### src/rtl/dark_count_roi_if.sv
// Video stream, ROI/threshold configuration and per-frame result bundle for dark_count_roi.
// Optional oRoiSum member exists only when DARK_COUNT_SUM_EN is defined.
interface dark_count_roi_if #(
    parameter int unsigned DATA_W  = 10,
    parameter int unsigned COORD_W = 16,
    parameter int unsigned CNT_W   = 20
);
    logic                iFVAL;
    logic                iDVAL;
    logic [DATA_W-1:0]   iDATA;
    logic [DATA_W-1:0]   iTHRESH;
    logic [COORD_W-1:0]  iXSTART;
    logic [COORD_W-1:0]  iXEND;
    logic [COORD_W-1:0]  iYSTART;
    logic [COORD_W-1:0]  iYEND;
    logic                oDVAL;
    logic [CNT_W-1:0]    oDarkCounter;
    logic [CNT_W-1:0]    oFrameCount;
    logic                oFrameDone;
    logic                oFrameErr;
    logic                oSat;
`ifdef DARK_COUNT_SUM_EN
    logic [CNT_W+DATA_W-1:0] oRoiSum;
`endif

    modport master (
        output iFVAL, iDVAL, iDATA, iTHRESH, iXSTART, iXEND, iYSTART, iYEND,
        input  oDVAL, oDarkCounter, oFrameCount, oFrameDone, oFrameErr, oSat
`ifdef DARK_COUNT_SUM_EN
        , input oRoiSum
`endif
    );

    modport slave (
        input  iFVAL, iDVAL, iDATA, iTHRESH, iXSTART, iXEND, iYSTART, iYEND,
        output oDVAL, oDarkCounter, oFrameCount, oFrameDone, oFrameErr, oSat
`ifdef DARK_COUNT_SUM_EN
        , output oRoiSum
`endif
    );
endinterface

### src/rtl/dark_count_roi.sv
// Per-frame count of pixels <= threshold inside a programmable ROI of a raster stream.
// Define DARK_COUNT_SUM_EN to add the saturating ROI pixel sum (oRoiSum).
module dark_count_roi #(
    parameter int unsigned DATA_W   = 10,
    parameter int unsigned H_ACTIVE = 640,
    parameter int unsigned V_ACTIVE = 480,
    parameter int unsigned COORD_W  = 16,
    parameter int unsigned CNT_W    = 20
) (
    input  logic             iCLK,
    input  logic             iRST,
    dark_count_roi_if.slave  bus
);
    localparam int unsigned X_W   = (H_ACTIVE > 1) ? $clog2(H_ACTIVE) : 1;
    localparam int unsigned Y_W   = (V_ACTIVE > 1) ? $clog2(V_ACTIVE) : 1;
    localparam int unsigned SUM_W = CNT_W + DATA_W;
    localparam logic [X_W-1:0]   X_LAST  = X_W'(H_ACTIVE - 1);
    localparam logic [Y_W-1:0]   Y_LAST  = Y_W'(V_ACTIVE - 1);
    localparam logic [CNT_W-1:0] CNT_MAX = '1;

    typedef enum logic [1:0] {S_IDLE, S_ACTIVE, S_DONE} state_t;

    state_t             r_state;
    state_t             w_state_nxt;
    logic               w_start;
    logic               w_pix;
    logic               w_early;
    logic               w_done;
    logic               w_in_roi;
    logic               w_dark;

    logic               r_fval_d;
    logic               r_dval_d;
    logic [X_W-1:0]     r_x;
    logic [Y_W-1:0]     r_y;
    logic [DATA_W-1:0]  r_thresh;
    logic [COORD_W-1:0] r_xs;
    logic [COORD_W-1:0] r_xe;
    logic [COORD_W-1:0] r_ys;
    logic [COORD_W-1:0] r_ye;
    logic               r_err;
    logic [CNT_W-1:0]   r_cnt;
    logic [CNT_W-1:0]   r_frame_cnt;
    logic               r_frame_done;
    logic               r_frame_err;
    logic               r_sat;

    // State register
    always_ff @(posedge iCLK or negedge iRST) begin
        if (!iRST) r_state <= S_IDLE;
        else       r_state <= w_state_nxt;
    end

    // Next state and per-cycle strobes
    always_comb begin
        w_state_nxt = r_state;
        w_start     = 1'b0;
        w_pix       = 1'b0;
        w_early     = 1'b0;
        w_done      = 1'b0;
        case (r_state)
            S_IDLE: begin
                if (bus.iFVAL && !r_fval_d) begin
                    w_start     = 1'b1;
                    w_state_nxt = S_ACTIVE;
                end
            end
            S_ACTIVE: begin
                w_pix = bus.iDVAL;
                // The final pixel wins over a simultaneous falling iFVAL
                if (bus.iDVAL && (r_x == X_LAST) && (r_y == Y_LAST)) begin
                    w_state_nxt = S_DONE;
                end else if (!bus.iFVAL) begin
                    w_early     = 1'b1;
                    w_state_nxt = S_DONE;
                end
            end
            S_DONE: begin
                w_done      = 1'b1;
                w_state_nxt = S_IDLE;
            end
            default: w_state_nxt = S_IDLE;
        endcase
    end

    assign w_in_roi = (COORD_W'(r_x) >= r_xs) && (COORD_W'(r_x) < r_xe) &&
                      (COORD_W'(r_y) >= r_ys) && (COORD_W'(r_y) < r_ye);
    assign w_dark   = w_pix && w_in_roi && (bus.iDATA <= r_thresh);

    // Raster position, shadow config, counters and frame results
    always_ff @(posedge iCLK or negedge iRST) begin
        if (!iRST) begin
            r_fval_d     <= 1'b0;
            r_dval_d     <= 1'b0;
            r_x          <= '0;
            r_y          <= '0;
            r_thresh     <= '0;
            r_xs         <= '0;
            r_xe         <= '0;
            r_ys         <= '0;
            r_ye         <= '0;
            r_err        <= 1'b0;
            r_cnt        <= '0;
            r_frame_cnt  <= '0;
            r_frame_done <= 1'b0;
            r_frame_err  <= 1'b0;
            r_sat        <= 1'b0;
        end else begin
            r_fval_d     <= bus.iFVAL;
            r_dval_d     <= bus.iDVAL;
            r_frame_done <= w_done;
            if (w_start) begin
                r_x      <= '0;
                r_y      <= '0;
                r_cnt    <= '0;
                r_sat    <= 1'b0;
                r_err    <= 1'b0;
                r_thresh <= bus.iTHRESH;
                r_xs     <= bus.iXSTART;
                r_xe     <= bus.iXEND;
                r_ys     <= bus.iYSTART;
                r_ye     <= bus.iYEND;
            end
            if (w_pix) begin
                if (r_x == X_LAST) begin
                    r_x <= '0;
                    r_y <= r_y + Y_W'(1);
                end else begin
                    r_x <= r_x + X_W'(1);
                end
            end
            if (w_dark) begin
                if (r_cnt == CNT_MAX) r_sat <= 1'b1;
                else                  r_cnt <= r_cnt + CNT_W'(1);
            end
            if (w_early) r_err <= 1'b1;
            if (w_done) begin
                r_frame_cnt <= r_cnt;
                r_frame_err <= r_err;
            end
        end
    end

`ifdef DARK_COUNT_SUM_EN
    logic [SUM_W-1:0] r_sum;
    logic [SUM_W-1:0] r_roi_sum;
    logic [SUM_W:0]   w_sum_add;

    assign w_sum_add = {1'b0, r_sum} + (SUM_W+1)'(bus.iDATA);

    // Saturating sum of every ROI pixel, snapshotted at frame end
    always_ff @(posedge iCLK or negedge iRST) begin
        if (!iRST) begin
            r_sum     <= '0;
            r_roi_sum <= '0;
        end else begin
            if (w_start)
                r_sum <= '0;
            else if (w_pix && w_in_roi)
                r_sum <= w_sum_add[SUM_W] ? '1 : w_sum_add[SUM_W-1:0];
            if (w_done) r_roi_sum <= r_sum;
        end
    end

    assign bus.oRoiSum = r_roi_sum;
`endif

    assign bus.oDVAL        = r_dval_d;
    assign bus.oDarkCounter = r_cnt;
    assign bus.oFrameCount  = r_frame_cnt;
    assign bus.oFrameDone   = r_frame_done;
    assign bus.oFrameErr    = r_frame_err;
    assign bus.oSat         = r_sat;

endmodule

### src/flat_wrapper.sv
// flat-port wrapper written by rule: the top's interface ports become plain ports
module dark_count_roi_flat 
#(
    parameter int unsigned DATA_W   = 10,
    parameter int unsigned H_ACTIVE = 640,
    parameter int unsigned V_ACTIVE = 480,
    parameter int unsigned COORD_W  = 16,
    parameter int unsigned CNT_W    = 20
)
  (iCLK, iRST, bus_iFVAL, bus_iDVAL, bus_iDATA, bus_iTHRESH, bus_iXSTART, bus_iXEND, bus_iYSTART, bus_iYEND, bus_oDVAL, bus_oDarkCounter, bus_oFrameCount, bus_oFrameDone, bus_oFrameErr, bus_oSat);
  dark_count_roi_if #(.DATA_W(DATA_W), .COORD_W(COORD_W), .CNT_W(CNT_W)) bus_i ();
  input  logic iCLK;
  input  logic iRST;
  input wire logic [$bits(bus_i.iFVAL)-1:0] bus_iFVAL;
  input wire logic [$bits(bus_i.iDVAL)-1:0] bus_iDVAL;
  input wire logic [$bits(bus_i.iDATA)-1:0] bus_iDATA;
  input wire logic [$bits(bus_i.iTHRESH)-1:0] bus_iTHRESH;
  input wire logic [$bits(bus_i.iXSTART)-1:0] bus_iXSTART;
  input wire logic [$bits(bus_i.iXEND)-1:0] bus_iXEND;
  input wire logic [$bits(bus_i.iYSTART)-1:0] bus_iYSTART;
  input wire logic [$bits(bus_i.iYEND)-1:0] bus_iYEND;
  output wire logic [$bits(bus_i.oDVAL)-1:0] bus_oDVAL;
  output wire logic [$bits(bus_i.oDarkCounter)-1:0] bus_oDarkCounter;
  output wire logic [$bits(bus_i.oFrameCount)-1:0] bus_oFrameCount;
  output wire logic [$bits(bus_i.oFrameDone)-1:0] bus_oFrameDone;
  output wire logic [$bits(bus_i.oFrameErr)-1:0] bus_oFrameErr;
  output wire logic [$bits(bus_i.oSat)-1:0] bus_oSat;
  assign bus_i.iFVAL = bus_iFVAL;
  assign bus_i.iDVAL = bus_iDVAL;
  assign bus_i.iDATA = bus_iDATA;
  assign bus_i.iTHRESH = bus_iTHRESH;
  assign bus_i.iXSTART = bus_iXSTART;
  assign bus_i.iXEND = bus_iXEND;
  assign bus_i.iYSTART = bus_iYSTART;
  assign bus_i.iYEND = bus_iYEND;
  assign bus_oDVAL = bus_i.oDVAL;
  assign bus_oDarkCounter = bus_i.oDarkCounter;
  assign bus_oFrameCount = bus_i.oFrameCount;
  assign bus_oFrameDone = bus_i.oFrameDone;
  assign bus_oFrameErr = bus_i.oFrameErr;
  assign bus_oSat = bus_i.oSat;
  dark_count_roi #(.DATA_W(DATA_W), .H_ACTIVE(H_ACTIVE), .V_ACTIVE(V_ACTIVE), .COORD_W(COORD_W), .CNT_W(CNT_W)) u_core (.iCLK(iCLK), .iRST(iRST), .bus(bus_i));
endmodule
### config.mk
export PLATFORM = sky130hd
export DESIGN_NAME = dark_count_roi_flat
export DESIGN_NICKNAME = d
export VERILOG_FILES = /design/src/rtl/dark_count_roi_if.sv /design/src/rtl/dark_count_roi.sv /design/src/flat_wrapper.sv
export SDC_FILE = /design/constraint.sdc
export NUM_CORES = 1
export LEC_CHECK = 0
export BUFFER_PORTS_ARGS = -buffer_cell sky130_fd_sc_hd__buf_2
export CORE_MARGIN = 1
export CORE_UTILIZATION = 35
export DETAILED_ROUTE_END_ITERATION = 8
export MAX_ROUTING_LAYER = met4
export PLACE_DENSITY = 0.62
export SLEW_MARGIN = 5
export SYNTH_ARGS = -nofsm -noshare
export SYNTH_HDL_FRONTEND = slang
export SYNTH_SLANG_ARGS = --single-unit
### constraint.sdc
create_clock -name iCLK -period 6.9 [get_ports iCLK]
set_input_delay 0.69 -clock iCLK [delete_from_list [all_inputs] [get_ports iCLK]]
set_output_delay 0.69 -clock iCLK [all_outputs]
set_load 0.005 [all_outputs]
==> impl_metrics.prom, run 1 <==
# TYPE chip_impl_metric gauge
chip_impl_metric{name="filler_cell_count",unit=""} 1973
chip_impl_info{name="crit_type",value="register to register"} 1
chip_impl_metric{name="globalRouteOverflowTotal",unit=""} 0
chip_impl_info{name="crit_path_end_kind",value="register"} 1
chip_impl_metric{name="finalSetupViolCount",unit=""} 0
chip_impl_metric{name="synth-warning-count",unit=""} 0
chip_impl_metric{name="worst_skew_pair.late_latency",unit="ns"} 0.43
chip_impl_metric{name="setup_total_negative_slack",unit="ns"} 0
chip_impl_metric{name="drcViolationCount",unit=""} 0
chip_impl_metric{name="grt_max_degree",unit=""} 77
chip_impl_metric{name="max_transition_viols_final",unit=""} 0
chip_impl_metric{name="timing.max_cap.violations",unit=""} 0
chip_impl_metric{name="worstPathMaxFanout",unit=""} 11
chip_impl_info{name="worstSetupStartpoint",value="u_core.r_x[7]"} 1
chip_impl_metric{name="fp.dieW",unit="µm"} 144
chip_impl_metric{name="dp_hpwl",unit="mm"} 11.4
chip_impl_metric{name="post_synth_inst_count",unit=""} 754
chip_impl_metric{name="row_count",unit=""} 51
chip_impl_metric{name="postCtsHoldBufs",unit=""} 0
chip_impl_metric{name="skew",unit="ns"} 0.0114
chip_impl_metric{name="grt_antenna_before_repair",unit=""} 3
chip_impl_metric{name="synth_nets",unit=""} 891
chip_impl_metric{name="worst_setup_hold_path_clk_slew",unit="ns"} 0.06
chip_impl_metric{name="postLayoutCoreUtil",unit=""} 0.435
chip_impl_metric{name="synthDistinctLibCells",unit=""} 55
chip_impl_info{name="reg2reg_from",value="u_core.r_x[7]"} 1
chip_impl_info{name="holdCritPathClass",value="input port to async pin"} 1
chip_impl_metric{name="postRouteAntennaNets",unit=""} 0
chip_impl_metric{name="coreArea",unit="mm²"} 0.0196
chip_impl_metric{name="routed-via-count",unit=""} 5539
chip_impl_metric{name="critical_path_required",unit="ns"} 7.25
chip_impl_metric{name="synth_enable_flop_cells",unit=""} 0
chip_impl_info{name="run_status",value="complete, no violations"} 1
chip_impl_metric{name="areaGrowthSynthToFinish",unit="%"} 20.9
chip_impl_metric{name="initial_core_util",unit=""} 0.360
chip_impl_metric{name="finalWirelength",unit="mm"} 16.2
chip_impl_metric{name="inserted_clock_buffers",unit=""} 17
chip_impl_metric{name="detailedRoute.firstPassIterationCount",unit=""} 4
chip_impl_info{name="critPathSlowestCell",value="sky130_fd_sc_hd__or4b_4"} 1
chip_impl_metric{name="num-nets-final",unit=""} 1016
chip_impl_metric{name="dieArea",unit="mm²"} 0.0207
chip_impl_metric{name="worstPathArrival",unit="ns"} 3.34
chip_impl_metric{name="post_synth.cell_area_avg",unit="µm²"} 9.35
chip_impl_info{name="clk_root_buffer_cell",value="sky130_fd_sc_hd__clkbuf_16"} 1
chip_impl_metric{name="worst_ir_drop_vdd",unit="µV"} 198
chip_impl_metric{name="drive_above_1_share",unit=""} 0.228
chip_impl_info{name="crit_path_cell_trace",value="ha_1 -> nand2_1 -> or3_1 -> nor3_1 -> o211a_1 -> or4b_4 -> or3b_2 -> nand3_1"} 1
chip_impl_info{name="tritoncts",value="built"} 1
chip_impl_metric{name="h_tree_lvl_count",unit=""} 4
chip_impl_metric{name="leakage",unit="nW"} 4.32
chip_impl_metric{name="cts_sinks",unit=""} 141
chip_impl_metric{name="period_minus_slack",unit="ns"} 2.98
chip_impl_metric{name="routed_wire_per_std_cell",unit="µm"} 14.0
chip_impl_metric{name="timing.hold.ws",unit="ns"} 0.276
chip_impl_metric{name="synth-seq-area-share",unit=""} 0.501
chip_impl_metric{name="first_global_vias",unit=""} 5317
chip_impl_metric{name="io_buffers",unit=""} 131
chip_impl_info{name="grt_setup_unrepaired",value="false"} 1
chip_impl_metric{name="final_cell_count_no_fill",unit=""} 1160
chip_impl_metric{name="cts.path.max_buffers",unit=""} 2
chip_impl_metric{name="post_cts_resize_count",unit=""} 0
chip_impl_info{name="synthFlopType",value="sky130_fd_sc_hd__dfrtp_1"} 1
chip_impl_metric{name="ys_ff_latch",unit=""} 141
chip_impl_info{name="critical_path.startpoint_type",value="register"} 1
chip_impl_metric{name="finalHoldViolCount",unit=""} 0
chip_impl_metric{name="period_utilization",unit=""} 0.433
chip_impl_metric{name="max_clock_freq",unit="GHz"} 0.335
chip_impl_metric{name="place.detailed.instances",unit=""} 1125
chip_impl_metric{name="grtUsageTotal",unit=""} 0.172
chip_impl_metric{name="syn_area",unit="mm²"} 0.00705
chip_impl_metric{name="die_height",unit="µm"} 144
chip_impl_metric{name="globalplace.congestion",unit=""} 0.852
chip_impl_metric{name="avgViaCountPerCell",unit=""} 4.78
chip_impl_metric{name="cts_setup_buffers",unit=""} 0
chip_impl_metric{name="remaining_max_slew_budget_at_the_tightest_pin",unit=""} 0.205
chip_impl_metric{name="drt_iter0_drc",unit=""} 363
chip_impl_metric{name="worstMarginPinSlew",unit="ns"} 1.19
chip_impl_metric{name="ioPinCount",unit=""} 132
chip_impl_metric{name="grt_pass1_wl",unit="mm"} 26.6
chip_impl_metric{name="async_set_or_reset_flop_fraction_in_the_synthesized_netlist",unit=""} 1.00
chip_impl_metric{name="power.density",unit="mW/mm²"} 283
chip_impl_metric{name="timing.critical_path.slowest_cell_delay",unit="ns"} 0.54
## cell usage after synthesis, types with 2 or more instances
cell | n | area, µm²
sky130_fd_sc_hd__o31ai_1 | 6 | 45.0
sky130_fd_sc_hd__or2_2 | 6 | 37.5
sky130_fd_sc_hd__a21boi_0 | 2 | 15.0
sky130_fd_sc_hd__nand3_1 | 34 | 170
sky130_fd_sc_hd__and2_1 | 4 | 25.0
sky130_fd_sc_hd__clkbuf_1 | 26 | 97.6
sky130_fd_sc_hd__o311ai_1 | 2 | 17.5
sky130_fd_sc_hd__nor2_1 | 30 | 113
sky130_fd_sc_hd__o21bai_1 | 2 | 15.0
sky130_fd_sc_hd__ha_1 | 49 | 613
sky130_fd_sc_hd__nand2b_1 | 9 | 56.3
sky130_fd_sc_hd__dfrtp_1 | 141 | 3530
sky130_fd_sc_hd__and3_1 | 10 | 62.6
sky130_fd_sc_hd__xor2_1 | 3 | 26.3
sky130_fd_sc_hd__xnor2_1 | 2 | 17.5
sky130_fd_sc_hd__a211oi_1 | 5 | 37.5
sky130_fd_sc_hd__mux2_2 | 21 | 236
sky130_fd_sc_hd__or4_1 | 2 | 15.0
sky130_fd_sc_hd__a21oi_1 | 16 | 80.1
sky130_fd_sc_hd__nand2_1 | 170 | 638
sky130_fd_sc_hd__inv_1 | 54 | 203
sky130_fd_sc_hd__o21ai_0 | 83 | 415
sky130_fd_sc_hd__a21o_1 | 8 | 60.1
sky130_fd_sc_hd__a211o_1 | 2 | 17.5
sky130_fd_sc_hd__nor3b_1 | 2 | 15.0
sky130_fd_sc_hd__o22ai_1 | 3 | 18.8
sky130_fd_sc_hd__or3_1 | 4 | 25.0
sky130_fd_sc_hd__nor3_1 | 10 | 50.1
sky130_fd_sc_hd__nand4_1 | 9 | 56.3
sky130_fd_sc_hd__o211ai_1 | 8 | 60.1
sky130_fd_sc_hd__a2111oi_0 | 2 | 17.5
sky130_fd_sc_hd__nor4b_1 | 2 | 17.5
sky130_fd_sc_hd__nor4_1 | 5 | 31.3
## per-stage QoR
step / setup slack (ns) / total power [mW] / area (µm²)
2_1_floorplan: 4.00 / 1.41 / 7050
3_3_place_gp: 3.55 / 1.56 / 7960
3_5_place_dp: 3.53 / 1.58 / 7960
4_1_cts: 3.92 / 2.45 / 8520
5_1_grt: 3.73 / 2.58 / 8520
6_report: 3.92 / 2.42 / 8520
## per-layer routing
layer  part of all wire  vias up  GRT usage  wire (µm)
met5                  0        -          -          0
met4              0.010        0     0.0532        165
met3              0.042       14     0.0423        676
met2               0.45       98      0.257       7300
met1               0.50     2575      0.230       8080
li1                   -     2852          -          -
## worst max-delay path: cells and delay by family (launching register included)
family          cells  cell delay, ns
fa+ha+maj           1            0.32
compound gates      1            0.22
simple gates        6            1.91
flops               1            0.46
## cell type report
| class | instances | area (µm²) | area share |
|---|---|---|---|
| repair buffers | 134 | 684 | 0.0803 |
| flip-flops and latches | 141 | 3530 | 0.414 |
| well taps | 265 | 332 | 0.0389 |
| inverters | 54 | 203 | 0.0238 |
| clock inverters | 13 | 105 | 0.0123 |
| diodes | 3 | 7.51 | 0.000881 |
| clock buffers | 19 | 453 | 0.0531 |
| multi-input cells | 531 | 3210 | 0.377 |
## path summary, 6_finish.rpt
kind,slack [ns],endpoint,cells past startpoint
worst max-delay path,3.92,u_core.bus.oDarkCounter[16],8
worst min-delay path,0.28,u_core.bus.oFrameCount[16],1
worst max register to register,3.92,u_core.bus.oDarkCounter[16],8
worst min register to register,0.47,u_core.r_xe[11],2
max in group asynchronous,5.31,u_core.r_ye[7],2
min in group iCLK,0.43,u_core.bus.oDVAL,1
## report_power, final
part / internal, mW / switching, mW
combinational: 0.192 / 0.293
sequential: 0.995 / 0.0756
clock: 0.484 / 0.376
## layout by cell type, fill, tap and decap left out, types with 6 or more instances in the layout
cell type,netlist,final
sky130_fd_sc_hd__a21oi_1,16,16
sky130_fd_sc_hd__o21ai_0,83,83
sky130_fd_sc_hd__o31ai_1,6,6
sky130_fd_sc_hd__buf_2,1,130
sky130_fd_sc_hd__dfrtp_1,141,141
sky130_fd_sc_hd__nand3_1,34,34
sky130_fd_sc_hd__clkbuf_16,0,17
sky130_fd_sc_hd__nand2_1,170,170
sky130_fd_sc_hd__nand2b_1,9,9
sky130_fd_sc_hd__ha_1,49,49
sky130_fd_sc_hd__nor2_1,30,30
sky130_fd_sc_hd__mux2_2,21,21
sky130_fd_sc_hd__nand4_1,9,9
sky130_fd_sc_hd__a21o_1,8,8
sky130_fd_sc_hd__o211ai_1,8,8
sky130_fd_sc_hd__nor3_1,10,10
sky130_fd_sc_hd__and3_1,10,10
sky130_fd_sc_hd__or2_2,6,6
sky130_fd_sc_hd__inv_1,54,54
## state kept, by name, indices dropped and copies added, names as in the netlist, 2 cells and up
signal	flops
u_core.bus.oDarkCounter	20
u_core.bus.oFrameCount	20
u_core.r_state	2
u_core.r_thresh	10
u_core.r_x	10
u_core.r_xe	16
u_core.r_xs	16
u_core.r_y	9
u_core.r_ye	16
u_core.r_ys	16
## cells by family after synthesis
kind of cell / synth area share
AND/OR/NAND/NOR: 0.201
AO/OA/AOI/OAI: 0.127
flip-flops: 0.501
buffers and inverters: 0.0449
adder cells (fa/ha/maj): 0.0870
multiplexers: 0.0335
XOR/XNOR: 0.00621
(Power assumes the default switching activity.)
==> run 2, diff against run 1 <==
Settings changed: ABC_AREA from default to 1, PLACE_DENSITY 0.62 to 0.63.
Clock period 6.9 ns to 2.6 ns, I/O delays scaled along.
==> impl_metrics.prom, run 2 <==
# TYPE chip_impl_metric gauge
chip_impl_metric{name="net-switching-power",unit="mW"} 2.09
chip_impl_metric{name="die_height",unit="µm"} 150
chip_impl_info{name="synth_area_leader_cell",value="sky130_fd_sc_hd__dfrtp_1"} 1
chip_impl_metric{name="fp.dieW",unit="µm"} 150
chip_impl_metric{name="worstMarginPinSlew",unit="ns"} 0.630
chip_impl_metric{name="setup_total_negative_slack",unit="ns"} 0
chip_impl_metric{name="max_clock_freq",unit="GHz"} 0.467
chip_impl_metric{name="grt_antenna_before_repair",unit=""} 0
chip_impl_metric{name="diodes",unit=""} 0
chip_impl_metric{name="timing.hold.ws",unit="ns"} 0.0223
chip_impl_metric{name="postRouteAntennaNets",unit=""} 0
chip_impl_metric{name="synthDistinctLibCells",unit=""} 40
chip_impl_metric{name="remaining_max_slew_budget_at_the_tightest_pin",unit=""} 0.580
chip_impl_metric{name="ys_ff_latch",unit=""} 141
chip_impl_metric{name="num-nets-final",unit=""} 1251
chip_impl_metric{name="detailedRoute.firstPassIterationCount",unit=""} 4
chip_impl_metric{name="finalWirelength",unit="mm"} 18.1
chip_impl_metric{name="grtUsageTotal",unit=""} 0.176
chip_impl_info{name="crit_path_end_kind",value="register"} 1
chip_impl_metric{name="cts.path.max_buffers",unit=""} 2
chip_impl_metric{name="cts_sinks",unit=""} 141
chip_impl_metric{name="first_global_vias",unit=""} 6131
chip_impl_metric{name="cts_setup_buffers",unit=""} 0
chip_impl_metric{name="power.switching_fraction",unit=""} 0.303
chip_impl_metric{name="worstPathArrival",unit="ns"} 2.44
chip_impl_metric{name="r2r_slack",unit="ns"} 0.46
chip_impl_metric{name="async_set_or_reset_flop_fraction_in_the_synthesized_netlist",unit=""} 1.00
chip_impl_metric{name="share_seq_of_total_power",unit=""} 0.410
chip_impl_metric{name="worst_ir_drop_vdd",unit="µV"} 412
chip_impl_metric{name="area_share_of_the_largest_cell_type_after_synthesis",unit=""} 0.459
chip_impl_metric{name="dp_hpwl",unit="mm"} 12.9
chip_impl_metric{name="power.density",unit="mW/mm²"} 743
chip_impl_metric{name="place.detailed.instances",unit=""} 1367
chip_impl_info{name="run_status",value="complete, no violations"} 1
chip_impl_metric{name="finalSetupViolCount",unit=""} 0
chip_impl_metric{name="initial_core_util",unit=""} 0.361
chip_impl_metric{name="globalplace.congestion",unit=""} 0.812
chip_impl_metric{name="critical_path_required",unit="ns"} 2.90
chip_impl_metric{name="avgViaCountPerCell",unit=""} 4.59
chip_impl_metric{name="skew",unit="ns"} 0.0114
chip_impl_metric{name="synth-seq-area-share",unit=""} 0.459
chip_impl_metric{name="inserted_clock_buffers",unit=""} 17
chip_impl_info{name="critical_path.startpoint_type",value="register"} 1
chip_impl_metric{name="grt_max_degree",unit=""} 125
chip_impl_metric{name="dieArea",unit="mm²"} 0.0226
chip_impl_metric{name="coreArea",unit="mm²"} 0.0213
chip_impl_info{name="most_common_cell_after_layout_fill_and_taps_aside",value="sky130_fd_sc_hd__nand2_1"} 1
chip_impl_metric{name="max_transition_viols_final",unit=""} 0
chip_impl_metric{name="drcViolationCount",unit=""} 0
chip_impl_info{name="most-common-layout-cells",value="331 x sky130_fd_sc_hd__nand2_1, 141 x sky130_fd_sc_hd__dfrtp_1, 137 x sky130_fd_sc_hd__inv_1, 130 x sky130_fd_sc_hd__buf_2, 79 x sky130_fd_sc_hd__o21ai_0"} 1
chip_impl_metric{name="period_utilization",unit=""} 0.823
chip_impl_info{name="synthFlopType",value="sky130_fd_sc_hd__dfrtp_1"} 1
chip_impl_metric{name="h_tree_lvl_count",unit=""} 4
chip_impl_metric{name="intPower",unit="mW"} 4.81
chip_impl_metric{name="final_cell_count_no_fill",unit=""} 1401
chip_impl_metric{name="synth_nets",unit=""} 1118
chip_impl_metric{name="routed-via-count",unit=""} 6429
chip_impl_metric{name="synth-warning-count",unit=""} 0
chip_impl_info{name="reg2reg_from",value="u_core.r_x[7]"} 1
chip_impl_metric{name="routed_wire_per_std_cell",unit="µm"} 12.9
chip_impl_info{name="synth_most_common_cell",value="sky130_fd_sc_hd__nand2_1"} 1
chip_impl_info{name="holdCritPathClass",value="input port to register"} 1
chip_impl_metric{name="worst_setup_hold_path_clk_slew",unit="ns"} 0.06
chip_impl_metric{name="finalHoldViolCount",unit=""} 0
chip_impl_metric{name="timing.max_cap.violations",unit=""} 0
chip_impl_info{name="grt_setup_unrepaired",value="false"} 1
chip_impl_metric{name="drt_iter0_drc",unit=""} 310
chip_impl_info{name="clk_root_buffer_cell",value="sky130_fd_sc_hd__clkbuf_16"} 1
chip_impl_metric{name="post_synth.cell_area_avg",unit="µm²"} 7.83
chip_impl_info{name="synth.area.top_cells",value="sky130_fd_sc_hd__dfrtp_1 46%, sky130_fd_sc_hd__nand2_1 16%, sky130_fd_sc_hd__ha_1 8.0%"} 1
chip_impl_metric{name="grt_pass1_wl",unit="mm"} 30.1
chip_impl_metric{name="syn_area",unit="mm²"} 0.00768
chip_impl_metric{name="period_minus_slack",unit="ns"} 2.14
chip_impl_metric{name="post_synth_inst_count",unit=""} 981
chip_impl_metric{name="io_buffers",unit=""} 131
chip_impl_info{name="tritoncts",value="built"} 1
chip_impl_metric{name="combPwrFrac",unit=""} 0.221
chip_impl_info{name="crit_type",value="register to register"} 1
chip_impl_metric{name="drive_above_1_share",unit=""} 0.178
chip_impl_metric{name="worst_skew_pair.late_latency",unit="ns"} 0.43
chip_impl_metric{name="rr_worst_depth",unit=""} 14
chip_impl_metric{name="post-layout-total-power",unit="mW"} 6.90
chip_impl_metric{name="ioPinCount",unit=""} 132
chip_impl_metric{name="clock_power_share",unit=""} 0.369
chip_impl_info{name="rr_endpoint",value="u_core.bus.oDarkCounter[10]"} 1
chip_impl_metric{name="globalRouteOverflowTotal",unit=""} 0
chip_impl_metric{name="synth_enable_flop_cells",unit=""} 0
chip_impl_metric{name="worstPathMaxFanout",unit=""} 27
chip_impl_info{name="worstSetupStartpoint",value="u_core.r_x[7]"} 1
chip_impl_info{name="netlist_top_cells_count",value="332 x sky130_fd_sc_hd__nand2_1, 141 x sky130_fd_sc_hd__dfrtp_1, 137 x sky130_fd_sc_hd__inv_1"} 1
chip_impl_metric{name="areaGrowthSynthToFinish",unit="%"} 20.9
chip_impl_metric{name="leakage",unit="nW"} 4.93
chip_impl_info{name="crit_path_end",value="u_core.bus.oDarkCounter[10]"} 1
chip_impl_metric{name="row_count",unit=""} 53
[run 2: changes by cell type in the layout (fill, tap and decap cells not counted), sizes merged, moves of 5 or more]
cell | previous run | this run
a21o | 8 | 0
o21ai | 84 | 92
a211oi | 5 | 0
nand2b | 10 | 0
o211ai | 8 | 0
a21oi | 17 | 26
and3 | 10 | 0
xor2 | 3 | 16
inv | 59 | 143
o31ai | 6 | 1
nor2 | 31 | 71
mux2 | 21 | 0
nand2 | 170 | 336
[run 2: worst min-delay path by stage]
stage | startpoint | to | cells past startpoint
6_report | bus_iXSTART[0] | u_core.r_xs[0] | 3
5_1_grt | bus_iYEND[15] | u_core.r_ye[15] | 3
4_1_cts | bus_iYSTART[15] | u_core.r_ys[15] | 3
3_5_place_dp | iRST | u_core.r_xe[10] | 1
3_3_place_gp | iRST | u_core.r_xe[10] | 1
2_1_floorplan | iRST | u_core.bus.oDVAL | 0
[run 2: power groups by stage]
stage / clock [mW] / combinational [mW] / sequential [mW]
final: 2.55 / 1.52 / 2.83
after global routing: 2.71 / 1.83 / 2.88
after CTS: 2.60 / 1.56 / 2.83
after detailed placement: 0 / 1.54 / 2.87
after global placement: 0 / 1.51 / 2.86
after floorplan: 0 / 1.08 / 2.82
[run 2: cells by family after synthesis]
family                   after synthesis  synth area share
AO/OA/AOI/OAI                        130            0.0899
flip-flops                           141             0.459
adder cells (fa/ha/maj)               49            0.0798
buffers and inverters                170            0.0871
XOR/XNOR                              17            0.0194
AND/OR/NAND/NOR                      474             0.265
[run 2: metrics by stage]
stage	setup slack (ns)	area (µm²)	utilization
2_1_floorplan	0.798	7680	-
3_3_place_gp	0.505	8650	0.407
3_5_place_dp	0.436	8650	0.407
4_1_cts	0.430	9290	0.436
5_1_grt	0.180	9290	0.436
6_report	0.459	9290	0.436
[run 2: cell type report]
| cell class | instances | area (µm²) |
|---|---|---|
| clock buffer | 21 | 440 |
| clock inverter | 10 | 165 |
| fill | 2087 | 12000 |
| inverter | 143 | 541 |
| multi-input combinational | 670 | 3490 |
| sequential | 141 | 3530 |
| tap | 275 | 344 |
| timing repair buffer | 141 | 782 |
[run 2: timing repair]
item / CTS / global route
gates resized for setup: 0 / 0
hold buffers: 3 / 0
hold endpoints to repair: 64 / 0
setup endpoints to repair: 0 / 0
[run 2: worst max-delay path, stage by stage (launching register included)]
cell                      delay [ns]
sky130_fd_sc_hd__dfrtp_1        0.46
sky130_fd_sc_hd__ha_1           0.33
sky130_fd_sc_hd__nand2_1        0.05
sky130_fd_sc_hd__inv_1          0.06
sky130_fd_sc_hd__nand2_1        0.06
sky130_fd_sc_hd__nor2_1         0.10
sky130_fd_sc_hd__nor2_1         0.04
sky130_fd_sc_hd__nand2_1        0.08
sky130_fd_sc_hd__nand2_1        0.05
sky130_fd_sc_hd__nand2_1        0.05
sky130_fd_sc_hd__nand2_1        0.13
sky130_fd_sc_hd__inv_2          0.10
sky130_fd_sc_hd__nand3_4        0.27
sky130_fd_sc_hd__nand2_1        0.15
sky130_fd_sc_hd__o21ai_1        0.07
[run 2: routing by layer]
metal	track usage	part of all wire	vias up
met5	-	0	-
met4	0.0616	0.016	0
met3	0.0361	0.038	23
met2	0.272	0.46	116
met1	0.229	0.49	2930
li1	-	-	3360
==> run 3, diff against run 2 <==
Settings changed: ABC_AREA 1 to 0, PLACE_DENSITY 0.63 to 0.64.
Clock period 2.6 ns to 1.77 ns, I/O delays scaled along.
==> impl_metrics.prom, run 3 (same netlist as run 1, synthesis figures left out) <==
# TYPE chip_impl_metric gauge
chip_impl_metric{name="postRouteAntennaNets",unit=""} 0
chip_impl_metric{name="num-nets-final",unit=""} 1230
chip_impl_metric{name="filler_cell_count",unit=""} 1707
chip_impl_metric{name="globalRouteOverflowTotal",unit=""} 0
chip_impl_metric{name="skew",unit="ns"} 0.0111
chip_impl_metric{name="m1WireLength",unit="mm"} 9.00
chip_impl_metric{name="finalHoldViolCount",unit=""} 0
chip_impl_metric{name="worstMarginPinSlew",unit="ns"} 0.446
chip_impl_metric{name="globalplace.congestion",unit=""} 0.916
chip_impl_metric{name="critical_path_required",unit="ns"} 2.07
chip_impl_metric{name="worst_skew_pair.late_latency",unit="ns"} 0.43
chip_impl_info{name="reg2reg_from",value="u_core.r_x[6]"} 1
chip_impl_metric{name="detailed_place.area",unit="mm²"} 0.00896
chip_impl_metric{name="critical_path.n_buffers_inverters",unit=""} 1
chip_impl_metric{name="grtUsageTotal",unit=""} 0.210
chip_impl_metric{name="die_height",unit="µm"} 144
chip_impl_metric{name="cts.path.max_buffers",unit=""} 2
chip_impl_metric{name="diodes",unit=""} 0
chip_impl_info{name="most-common-layout-cells",value="168 x sky130_fd_sc_hd__nand2_1, 140 x sky130_fd_sc_hd__dfrtp_1, 130 x sky130_fd_sc_hd__buf_2, 118 x sky130_fd_sc_hd__buf_4, 77 x sky130_fd_sc_hd__dlygate4sd3_1"} 1
chip_impl_metric{name="fp.dieW",unit="µm"} 144
chip_impl_info{name="clk_root_buffer_cell",value="sky130_fd_sc_hd__clkbuf_16"} 1
chip_impl_metric{name="worst_setup_hold_path_clk_slew",unit="ns"} 0.06
chip_impl_metric{name="ioPinCount",unit=""} 132
chip_impl_metric{name="finalInstanceArea",unit="mm²"} 0.0111
chip_impl_metric{name="areaGrowthSynthToFinish",unit="%"} 56.8
chip_impl_metric{name="cts_sinks",unit=""} 141
chip_impl_metric{name="finalWirelength",unit="mm"} 19.4
chip_impl_info{name="violations",value="setup timing"} 1
chip_impl_metric{name="finalWorstSetupSlack",unit="ns"} -0.826
chip_impl_metric{name="worstPathMaxFanout",unit=""} 5
chip_impl_info{name="most_common_cell_type_on_the_critical_path",value="sky130_fd_sc_hd__o211ai_1"} 1
chip_impl_metric{name="detailedRoute.firstPassIterationCount",unit=""} 4
chip_impl_metric{name="grt_pass1_wl",unit="mm"} 32.7
chip_impl_metric{name="max_transition_viols_final",unit=""} 0
chip_impl_info{name="tritoncts",value="built"} 1
chip_impl_metric{name="grt_antenna_before_repair",unit=""} 0
chip_impl_info{name="holdCritPathClass",value="input port to async pin"} 1
chip_impl_metric{name="coreArea",unit="mm²"} 0.0196
chip_impl_metric{name="routed_wire_per_std_cell",unit="µm"} 14.2
chip_impl_metric{name="timing.max_cap.violations",unit=""} 0
chip_impl_metric{name="dieArea",unit="mm²"} 0.0207
chip_impl_metric{name="timing.critical_path.slowest_cell_delay",unit="ns"} 0.58
chip_impl_metric{name="period_utilization",unit=""} 1.47
chip_impl_info{name="crit_path_end_kind",value="register"} 1
chip_impl_metric{name="row_count",unit=""} 51
chip_impl_metric{name="inserted_clock_buffers",unit=""} 17
chip_impl_metric{name="finalSetupViolCount",unit=""} 41
chip_impl_metric{name="io_buffers",unit=""} 131
chip_impl_metric{name="worstPathArrival",unit="ns"} 2.89
chip_impl_metric{name="initial_core_util",unit=""} 0.360
chip_impl_metric{name="avgViaCountPerCell",unit=""} 4.83
chip_impl_metric{name="timing.hold.ws",unit="ns"} 0.225
chip_impl_metric{name="routed-wl-met3",unit="µm"} 777
chip_impl_metric{name="drt_iter0_drc",unit=""} 287
chip_impl_metric{name="power.density",unit="mW/mm²"} 1010
chip_impl_metric{name="h_tree_lvl_count",unit=""} 4
chip_impl_info{name="grt_setup_unrepaired",value="true"} 1
chip_impl_metric{name="leakage",unit="nW"} 5.53
chip_impl_info{name="run_status",value="complete, but fails checks"} 1
chip_impl_metric{name="period_minus_slack",unit="ns"} 2.60
chip_impl_metric{name="first_global_vias",unit=""} 6860
chip_impl_metric{name="drcViolationCount",unit=""} 0
chip_impl_info{name="critical_path.startpoint_type",value="register"} 1
chip_impl_info{name="critPathSlowestCell",value="sky130_fd_sc_hd__or4_4"} 1
chip_impl_info{name="top_layer",value="met4"} 1
chip_impl_info{name="crit_path_cell_trace",value="ha_4 -> nand2_1 -> or3_1 -> nor3_2 -> o211ai_1 -> or4_4 -> buf_6 -> o211ai_1 -> o311ai_2"} 1
chip_impl_metric{name="remaining_max_slew_budget_at_the_tightest_pin",unit=""} 0.702
chip_impl_info{name="crit_type",value="register to register"} 1
chip_impl_info{name="most_common_cell_after_layout_fill_and_taps_aside",value="sky130_fd_sc_hd__nand2_1"} 1
chip_impl_info{name="cpLargestDelayFamily",value="simple AND/OR/NAND/NOR gates"} 1
chip_impl_metric{name="route.met2.wl",unit="mm"} 9.28
chip_impl_info{name="worstSetupStartpoint",value="u_core.r_x[6]"} 1
chip_impl_metric{name="max_clock_freq",unit="GHz"} 0.385
chip_impl_metric{name="drive_above_1_share",unit=""} 0.373
chip_impl_metric{name="worst_ir_drop_vdd",unit="µV"} 709
chip_impl_metric{name="dp_hpwl",unit="mm"} 12.7
chip_impl_metric{name="routed-via-count",unit=""} 6621
chip_impl_metric{name="grt_max_degree",unit=""} 50
-- run 3: cell count changes in the layout (fill, tap and decap cells not counted), sizes merged, moves of 21 or more --
cell	change
nand2	-166
dlygate4sd3	+74
buf	+132
nor2	-40
mux2	+21
inv	-89
-- run 3: metrics by stage --
step	total power, mW	TNS [ns]	setup slack, ns	cells	util
5_1_grt	11.9	-23.24	-0.934	1371	0.564
3_5_place_dp	6.76	-18.94	-0.878	1244	0.458
3_3_place_gp	6.68	-16.95	-0.784	1244	0.458
4_1_cts	11.1	-17.18	-0.800	1362	0.549
6_report	11.2	-19.40	-0.826	1371	0.564
2_1_floorplan	5.56	-11.56	-0.701	754	-
-- run 3: repair_timing --
action	in CTS	in global routing
endpoints found under the setup margin	38	44
endpoints found under the hold margin	113	0
resized for setup	84	46
setup buffers	12	8
pin swaps	30	23
gates cloned	0	1
hold buffers	77	0
-- run 3: metal layers --
layer,GRT usage,up-vias
met3,0.0387,35
li1,-,3274
met2,0.343,162
met5,-,-
met4,0.0745,0
met1,0.259,3150
-- run 3: power breakdown --
part | internal [mW] | leakage [nW] | switching, mW
sequential | 3.88 | 1.84 | 0.284
combinational | 1.55 | 3.37 | 1.55
clock | 2.55 | 0.312 | 1.39
-- run 3: final cells by class --
cell class	count	area, µm²	share of cell area
timing repair buffer	348	2620	0.237
sequential	141	3530	0.319
clock inverter	9	156	0.0142
tap	265	332	0.0300
clock buffer	23	498	0.0451
inverter	54	203	0.0183
multi-input combinational	531	3710	0.336
-- run 3: worst paths after layout --
| kind | endpoint | slack (ns) | cells past startpoint |
|---|---|---|---|
| worst max-delay path | u_core.bus.oDarkCounter[18] | -0.83 | 9 |
| worst min-delay path | u_core.bus.oFrameCount[18] | 0.22 | 2 |
| worst max register to register | u_core.bus.oDarkCounter[18] | -0.83 | 9 |
| worst min register to register | u_core.r_ye[0] | 0.48 | 2 |
| max in group asynchronous | u_core.r_y[8] | 0.95 | 3 |
| min in group iCLK | u_core.r_x[7] | 0.34 | 6 |
